$ cat config.mk
export PLATFORM = sky130hd
export DESIGN_NAME = pipeline_hazard_ctrl
export DESIGN_NICKNAME = d
export VERILOG_FILES = /design/src/rtl/pipeline_hazard_ctrl_pkg.sv /design/src/rtl/pipeline_hazard_ctrl_scoreboard.sv /design/src/rtl/pipeline_hazard_ctrl.sv
export SDC_FILE = /design/constraint.sdc
export NUM_CORES = 1
export LEC_CHECK = 0
export BUFFER_PORTS_ARGS = -buffer_cell sky130_fd_sc_hd__buf_4
export CAP_MARGIN = 0
export CORE_AREA = 3 3 123 125
export CTS_CLUSTER_DIAMETER = 200
export DETAILED_ROUTE_END_ITERATION = 8
export DIE_AREA = 0 0 126 128
export MAX_ROUTING_LAYER = met4
export SYNTH_ARGS = -nofsm -noshare
export SYNTH_HDL_FRONTEND = slang
export SYNTH_SLANG_ARGS = --single-unit
$ cat constraint.sdc
create_clock -name clock -period 3 [get_ports clock]
set_clock_uncertainty 0.05 [all_clocks]
set_input_delay 0.3 -clock clock [delete_from_list [all_inputs] [get_ports clock]]
set_output_delay 0.3 -clock clock [all_outputs]
set_load 0.02 [all_outputs]
$ cat src/rtl/pipeline_hazard_ctrl_pkg.sv
// Shared types for the hazard/trap controller.
// Per-stage control bundle, bypass selects and trap FSM states.
package pipeline_hazard_ctrl_pkg;

    typedef struct packed {
        logic stall;
        logic flush;
    } control;

    typedef enum logic [1:0] {
        FWD_RF  = 2'd0,
        FWD_EX  = 2'd1,
        FWD_MEM = 2'd2,
        FWD_WB  = 2'd3
    } fwd_sel_e;

    typedef enum logic {
        IDLE  = 1'b0,
        DRAIN = 1'b1
    } trap_state_e;

    localparam control CTRL_NONE  = '{stall: 1'b0, flush: 1'b0};
    localparam control CTRL_STALL = '{stall: 1'b1, flush: 1'b0};
    localparam control CTRL_FLUSH = '{stall: 1'b0, flush: 1'b1};

endpackage

$ cat src/rtl/pipeline_hazard_ctrl_scoreboard.sv
// Busy-bit scoreboard for results owed by the multi-cycle EX unit.
// Two source read ports plus a destination check.
module hazard_scoreboard
    import pipeline_hazard_ctrl_pkg::*;
#(
    parameter int REG_AW = 5
) (
    input  logic              clock,
    input  logic              reset,
    input  logic              flush,
    input  logic              setEn,
    input  logic [REG_AW-1:0] setAddr,
    input  logic              clrEn,
    input  logic [REG_AW-1:0] clrAddr,
    input  logic [REG_AW-1:0] rs1Addr,
    input  logic [REG_AW-1:0] rs2Addr,
    input  logic [REG_AW-1:0] rdAddr,
    output logic              rs1Busy,
    output logic              rs2Busy,
    output logic              rdBusy
);

    localparam int N = 2 ** REG_AW;

    logic [N-1:0] busy;
    logic [N-1:0] busyNext;

    always_comb begin
        busyNext = busy;
        if (clrEn) busyNext[clrAddr] = 1'b0;
        if (setEn) busyNext[setAddr] = 1'b1;
        if (flush) busyNext = '0;
    end

    always_ff @(posedge clock) begin
        if (reset) busy <= '0;
        else       busy <= busyNext;
    end

    assign rs1Busy = busy[rs1Addr];
    assign rs2Busy = busy[rs2Addr];
    // A retiring write to the same rd is no WAW hazard: the reissue lands later.
    assign rdBusy  = busy[rdAddr] & ~(clrEn & (clrAddr == rdAddr));

endmodule

$ cat src/rtl/pipeline_hazard_ctrl.sv
// Central hazard/trap controller: RAW bypass/bubbles, multi-cycle
// scoreboard, trap drain FSM and stall watchdog for the 5-stage core.
module pipeline_hazard_ctrl
    import pipeline_hazard_ctrl_pkg::*;
#(
    parameter int REG_AW      = 5,
    parameter int FORWARDING  = 1,
    parameter int TRAP_DRAIN  = 2,
    parameter int STALL_LIMIT = 255
) (
    input  logic              clock,
    input  logic              reset,
    input  logic              decodeValid,
    input  logic [REG_AW-1:0] decodeRs1,
    input  logic [REG_AW-1:0] decodeRs2,
    input  logic              decodeUsesRs1,
    input  logic              decodeUsesRs2,
    input  logic [REG_AW-1:0] decodeRd,
    input  logic              decodeMulti,
    input  logic              decodeExecuteValid,
    input  logic              decodeExecuteIllegal,
    input  logic [REG_AW-1:0] executeRd,
    input  logic              executeWrites,
    input  logic              executeIsLoad,
    input  logic [REG_AW-1:0] memoryRd,
    input  logic              memoryWrites,
    input  logic              memoryWritebackValid,
    input  logic              memoryWritebackIllegal,
    input  logic [REG_AW-1:0] writebackRd,
    input  logic              writebackWrites,
    input  logic              multiDone,
    input  logic [REG_AW-1:0] multiRd,
    input  logic              branchValid,
    input  logic              stallControl,
    output control            fetchDecodeControl,
    output control            decodeExecuteControl,
    output control            executeMemoryControl,
    output control            memoryWritebackControl,
    output logic [1:0]        forwardSel1,
    output logic [1:0]        forwardSel2,
    output logic              controlReset,
    output logic              stallTimeout
);

    localparam int CW = $clog2(STALL_LIMIT + 1);
    localparam int DW = (TRAP_DRAIN > 1) ? $clog2(TRAP_DRAIN) : 1;
    localparam logic [DW-1:0] DRAIN_LOAD = DW'(TRAP_DRAIN - 1);
    localparam logic [CW-1:0] LIMIT = CW'(STALL_LIMIT);
    localparam bit FWD_ON = (FORWARDING != 0);

    function automatic logic hit(
        input logic [REG_AW-1:0] rs,
        input logic              used,
        input logic [REG_AW-1:0] rd,
        input logic              wr
    );
        return used && (rs != '0) && wr && (rs == rd);
    endfunction

    trap_state_e       state;
    logic [DW-1:0]     drainCnt;
    logic [CW-1:0]     stallCount;
    logic [CW-1:0]     stallNext;
    logic              timeoutQ;

    logic deTrap, mwTrap, trapAccept;
    logic ex1, ex2, mem1, mem2, wb1, wb2;
    logic raw1, raw2, sbHazard, hazard;
    logic rs1Busy, rs2Busy, rdBusy;
    logic sbSet;
    fwd_sel_e sel1, sel2;

    assign deTrap = decodeExecuteValid & decodeExecuteIllegal;
    assign mwTrap = memoryWritebackValid & memoryWritebackIllegal;
    assign trapAccept = (state == IDLE) & (deTrap | mwTrap);

    assign ex1  = hit(decodeRs1, decodeUsesRs1, executeRd, executeWrites);
    assign ex2  = hit(decodeRs2, decodeUsesRs2, executeRd, executeWrites);
    assign mem1 = hit(decodeRs1, decodeUsesRs1, memoryRd, memoryWrites);
    assign mem2 = hit(decodeRs2, decodeUsesRs2, memoryRd, memoryWrites);
    assign wb1  = hit(decodeRs1, decodeUsesRs1, writebackRd, writebackWrites);
    assign wb2  = hit(decodeRs2, decodeUsesRs2, writebackRd, writebackWrites);

    assign raw1 = FWD_ON ? (ex1 & executeIsLoad) : (ex1 | mem1 | wb1);
    assign raw2 = FWD_ON ? (ex2 & executeIsLoad) : (ex2 | mem2 | wb2);

    assign sbHazard = (decodeUsesRs1 & (decodeRs1 != '0) & rs1Busy)
                    | (decodeUsesRs2 & (decodeRs2 != '0) & rs2Busy)
                    | ((decodeRd != '0) & rdBusy);
    assign hazard = decodeValid & (raw1 | raw2 | sbHazard);

    always_comb begin
        sel1 = FWD_RF;
        if (ex1)       sel1 = executeIsLoad ? FWD_RF : FWD_EX;
        else if (mem1) sel1 = FWD_MEM;
        else if (wb1)  sel1 = FWD_WB;
        sel2 = FWD_RF;
        if (ex2)       sel2 = executeIsLoad ? FWD_RF : FWD_EX;
        else if (mem2) sel2 = FWD_MEM;
        else if (wb2)  sel2 = FWD_WB;
    end

    assign forwardSel1 = (FWD_ON && !reset) ? sel1 : FWD_RF;
    assign forwardSel2 = (FWD_ON && !reset) ? sel2 : FWD_RF;

    always_comb begin
        fetchDecodeControl     = CTRL_NONE;
        decodeExecuteControl   = CTRL_NONE;
        executeMemoryControl   = CTRL_NONE;
        memoryWritebackControl = CTRL_NONE;
        controlReset           = 1'b0;
        if (reset) begin
            controlReset = 1'b0;
        end else if (state == DRAIN) begin
            fetchDecodeControl     = CTRL_FLUSH;
            decodeExecuteControl   = CTRL_FLUSH;
            executeMemoryControl   = CTRL_FLUSH;
            memoryWritebackControl = CTRL_FLUSH;
        end else if (deTrap | mwTrap) begin
            fetchDecodeControl     = CTRL_FLUSH;
            decodeExecuteControl   = CTRL_FLUSH;
            executeMemoryControl   = CTRL_FLUSH;
            if (mwTrap) memoryWritebackControl = CTRL_FLUSH;
            controlReset = 1'b1;
        end else if (branchValid) begin
            fetchDecodeControl   = CTRL_FLUSH;
            decodeExecuteControl = CTRL_FLUSH;
        end else if (stallControl) begin
            fetchDecodeControl     = CTRL_STALL;
            decodeExecuteControl   = CTRL_STALL;
            executeMemoryControl   = CTRL_STALL;
            memoryWritebackControl = CTRL_STALL;
        end else if (hazard) begin
            fetchDecodeControl   = CTRL_STALL;
            decodeExecuteControl = CTRL_FLUSH;
        end
    end

    assign sbSet = decodeValid & decodeMulti & (decodeRd != '0)
                 & ~fetchDecodeControl.stall
                 & ~decodeExecuteControl.flush;

    hazard_scoreboard #(.REG_AW(REG_AW)) scoreboard (
        .clock   (clock),
        .reset   (reset),
        .flush   (trapAccept),
        .setEn   (sbSet),
        .setAddr (decodeRd),
        .clrEn   (multiDone),
        .clrAddr (multiRd),
        .rs1Addr (decodeRs1),
        .rs2Addr (decodeRs2),
        .rdAddr  (decodeRd),
        .rs1Busy (rs1Busy),
        .rs2Busy (rs2Busy),
        .rdBusy  (rdBusy)
    );

    always_ff @(posedge clock) begin
        if (reset) begin
            state    <= IDLE;
            drainCnt <= '0;
        end else begin
            unique case (state)
                IDLE: begin
                    if (trapAccept) begin
                        state    <= DRAIN;
                        drainCnt <= DRAIN_LOAD;
                    end
                end
                DRAIN: begin
                    if (drainCnt == '0) state <= IDLE;
                    else drainCnt <= drainCnt - 1'b1;
                end
                default: state <= IDLE;
            endcase
        end
    end

    always_comb begin
        stallNext = '0;
        if (fetchDecodeControl.stall)
            stallNext = (stallCount == LIMIT) ? LIMIT : stallCount + 1'b1;
    end

    always_ff @(posedge clock) begin
        if (reset) begin
            stallCount <= '0;
            timeoutQ   <= 1'b0;
        end else begin
            stallCount <= stallNext;
            if (stallNext == LIMIT) timeoutQ <= 1'b1;
        end
    end

    assign stallTimeout = timeoutQ & ~reset;

endmodule
==> metrics.cfg <==
[worst_setup_path]
worstPathArrival_ns=2.55
cp-start-kind=input pin
critPathRequiredTime_ns=2.65
crit_type=in2out
crit_path_end_kind=primary output
worstPathMaxFanout=25

[drt]
firstDrtPassIters=5
route.detailed.drc=0
routed_wl_um=11100
antenna_left=0
dr.first_iter.drc_count=267
wl_per_cell_um=18.1
viasPerCell=5.50
vias=3385

[power]
totalPowerFinal_mw=1.51
leakagePower_nw=1.55
powerDensity_nw_per_um2=347
peakVddDrop_v=0.000276

[synth]
netlist_top_cells_count=dfxtp_1, o211ai_1, clkbuf_1
yosysWarnings=0
synth_edf_count=0
synth-compound-area-share=0.216
syn_area_per_cell_um2=9.09
synth_mux_area_frac=0.193
synthAdderAreaFrac=0.00358
yosysSeqAreaShare=0.247
synth.area.top_cells=dfxtp_1, mux4_2, o211ai_1
synth_most_common_cell=dfxtp_1
syn_area_um2=3490
yosysTopAreaCell=dfxtp_1
synth_top_family_by_area=compound AO/OA/AOI/OAI gates
synth_xor_xnor_area_share=0.0953
synth_cells=384
synth_cell_types=54
synth_seq_cells=43
synthSimpleGateAreaFrac=0.197
synth-async-reset-ratio=0
synthFlopType=dfxtp_1
syn_nets=437
netlist.area_leader.share=0.247

[finish]
area_growth_pct=24.3
final_area_um2=4340
multiInputGateArea_um2=2490
seqCellArea_um2=861
diodes=0
drive_above_1_share=0.310
nets=488
nFillCells=1463
finish.utilization=0.310
final_cells=616

[timing]
hold_slack_ns=0.277
drv_slew=0
max_freq_mhz=344
relSlewSlack=0.616
period_needed_ns=2.90
fin_setup_tns_ns=0
finalHoldViolCount=0
setup_viol=0
min_period_over_period=0.968
layout_setup_ws_ns=0.0957
grt_setup_unrepaired=false
tightest_slew_ns=0.570

[floorplan]
pin_count=66
rows=43
start_util=0.250
dieHeight_um=128
die_area_um2=16100
coreArea_um2=14000
fp.dieW_um=126

[cts]
htreeDepth=2
cts_root_buf=clkbuf_16
clock_sinks=43
cts_buffers=5
cts_tree=yes
clkTransAtPathRegs_ns=0.06
clock_latency_ns=0.29
clockBufferDepth=2

[global_route]
antenna_found_initial=0
grt_pass1_wl_um=17700
grt_max_degree=32
grt_usage=0.140
gr-total-overflow=0
grt_pass1_vias=3264

[placement]
gp_congestion=0.930
hpwlAfterDp_um=8620
placed_area_um2=4150
dp_slack_ns=0.144
dpl.cell_count=608
io_buffers=65

[outcome]
status=finished clean

[run]
max-cap-violations=0

[hold_path]
hp-class=in2reg

-- cells by family (layout without fill, tap and decap cells) --
group	Yosys count	count (layout)
simple gates	122	122
buf+inv	37	89
mux	42	42
flops	43	43
fa+ha+maj	1	1
xor+xnor	38	38
compound gates	101	101
-- sequential cells by signal, summed over array words and instances, names as in the netlist --
name,cells
drainCnt,1
state,1
scoreboard.busy,32
timeoutQ,1
stallCount,8
-- area by class of cell --
| class | count | area share |
|---|---|---|
| repair buffers | 78 | 0.135 |
| clock buffers | 5 | 0.0288 |
| clock inverters | 3 | 0.0101 |
| flip-flops and latches | 43 | 0.198 |
| multi-input cells | 304 | 0.573 |
| inverters | 3 | 0.00259 |
| well taps | 180 | 0.0519 |
-- critical path, cell delays in order --
cell and delay [ns]:
buf_4 0.22, or2_2 0.33, nor4_1 0.45, a31o_2 0.27
o21bai_1 0.20, o2111ai_4 0.21, nand2b_1 0.19, a31o_2 0.22
buf_4 0.15
-- placed cells by master (no fill, tap or decap), types with 8 or more instances in the layout --
cell and n:
mux2i_1 17, mux4_2 13, xor2_1 21, nand3_1 18, a21oi_1 9, nor3_1 12
o21ai_1 13, dfxtp_1 43, o211ai_1 31, o21ai_0 9, nor2_1 19, o21ai_2 11
buf_4 78, nor4_1 8, xnor2_1 17, nand2_1 18
-- report_power, final --
| part | total [mW] | internal [mW] | leakage [nW] | switching (mW) |
|---|---|---|---|---|
| registers | 0.580 | 0.575 | 0.347 | 0.00469 |
| logic | 0.297 | 0.127 | 1.12 | 0.170 |
| clock network | 0.631 | 0.393 | 0.0838 | 0.238 |
-- routing by layer --
layer / track usage / vias to the layer above / share of wire
met5: - / - / 0
met4: 0.0555 / 0 / 0.032
met3: 0.0342 / 24 / 0.079
met2: 0.213 / 156 / 0.44
met1: 0.180 / 1622 / 0.45
li1: - / 1583 / -
-- worst paths after layout --
check	slack, ns	from	depth (start not counted)	to
hold reg to reg	0.44	stallCount[0]$_SDFF_PP0_	1	stallCount[0]$_SDFF_PP0_
hold / removal	0.28	reset	2	state$_SDFF_PP0_
setup / recovery	0.1	decodeRd[0]	9	decodeExecuteControl[0]
setup reg to reg	0.43	scoreboard.busy[11]$_SDFF_PP0_	7	scoreboard.busy[5]$_SDFF_PP0_
-- what timing repair did --
action	in CTS	in global routing
buffers inserted	0	0
setup endpoints to repair	0	2
resized for setup	0	3
hold buffers	0	0
Note: power is estimated with default switching activity, not from simulation.
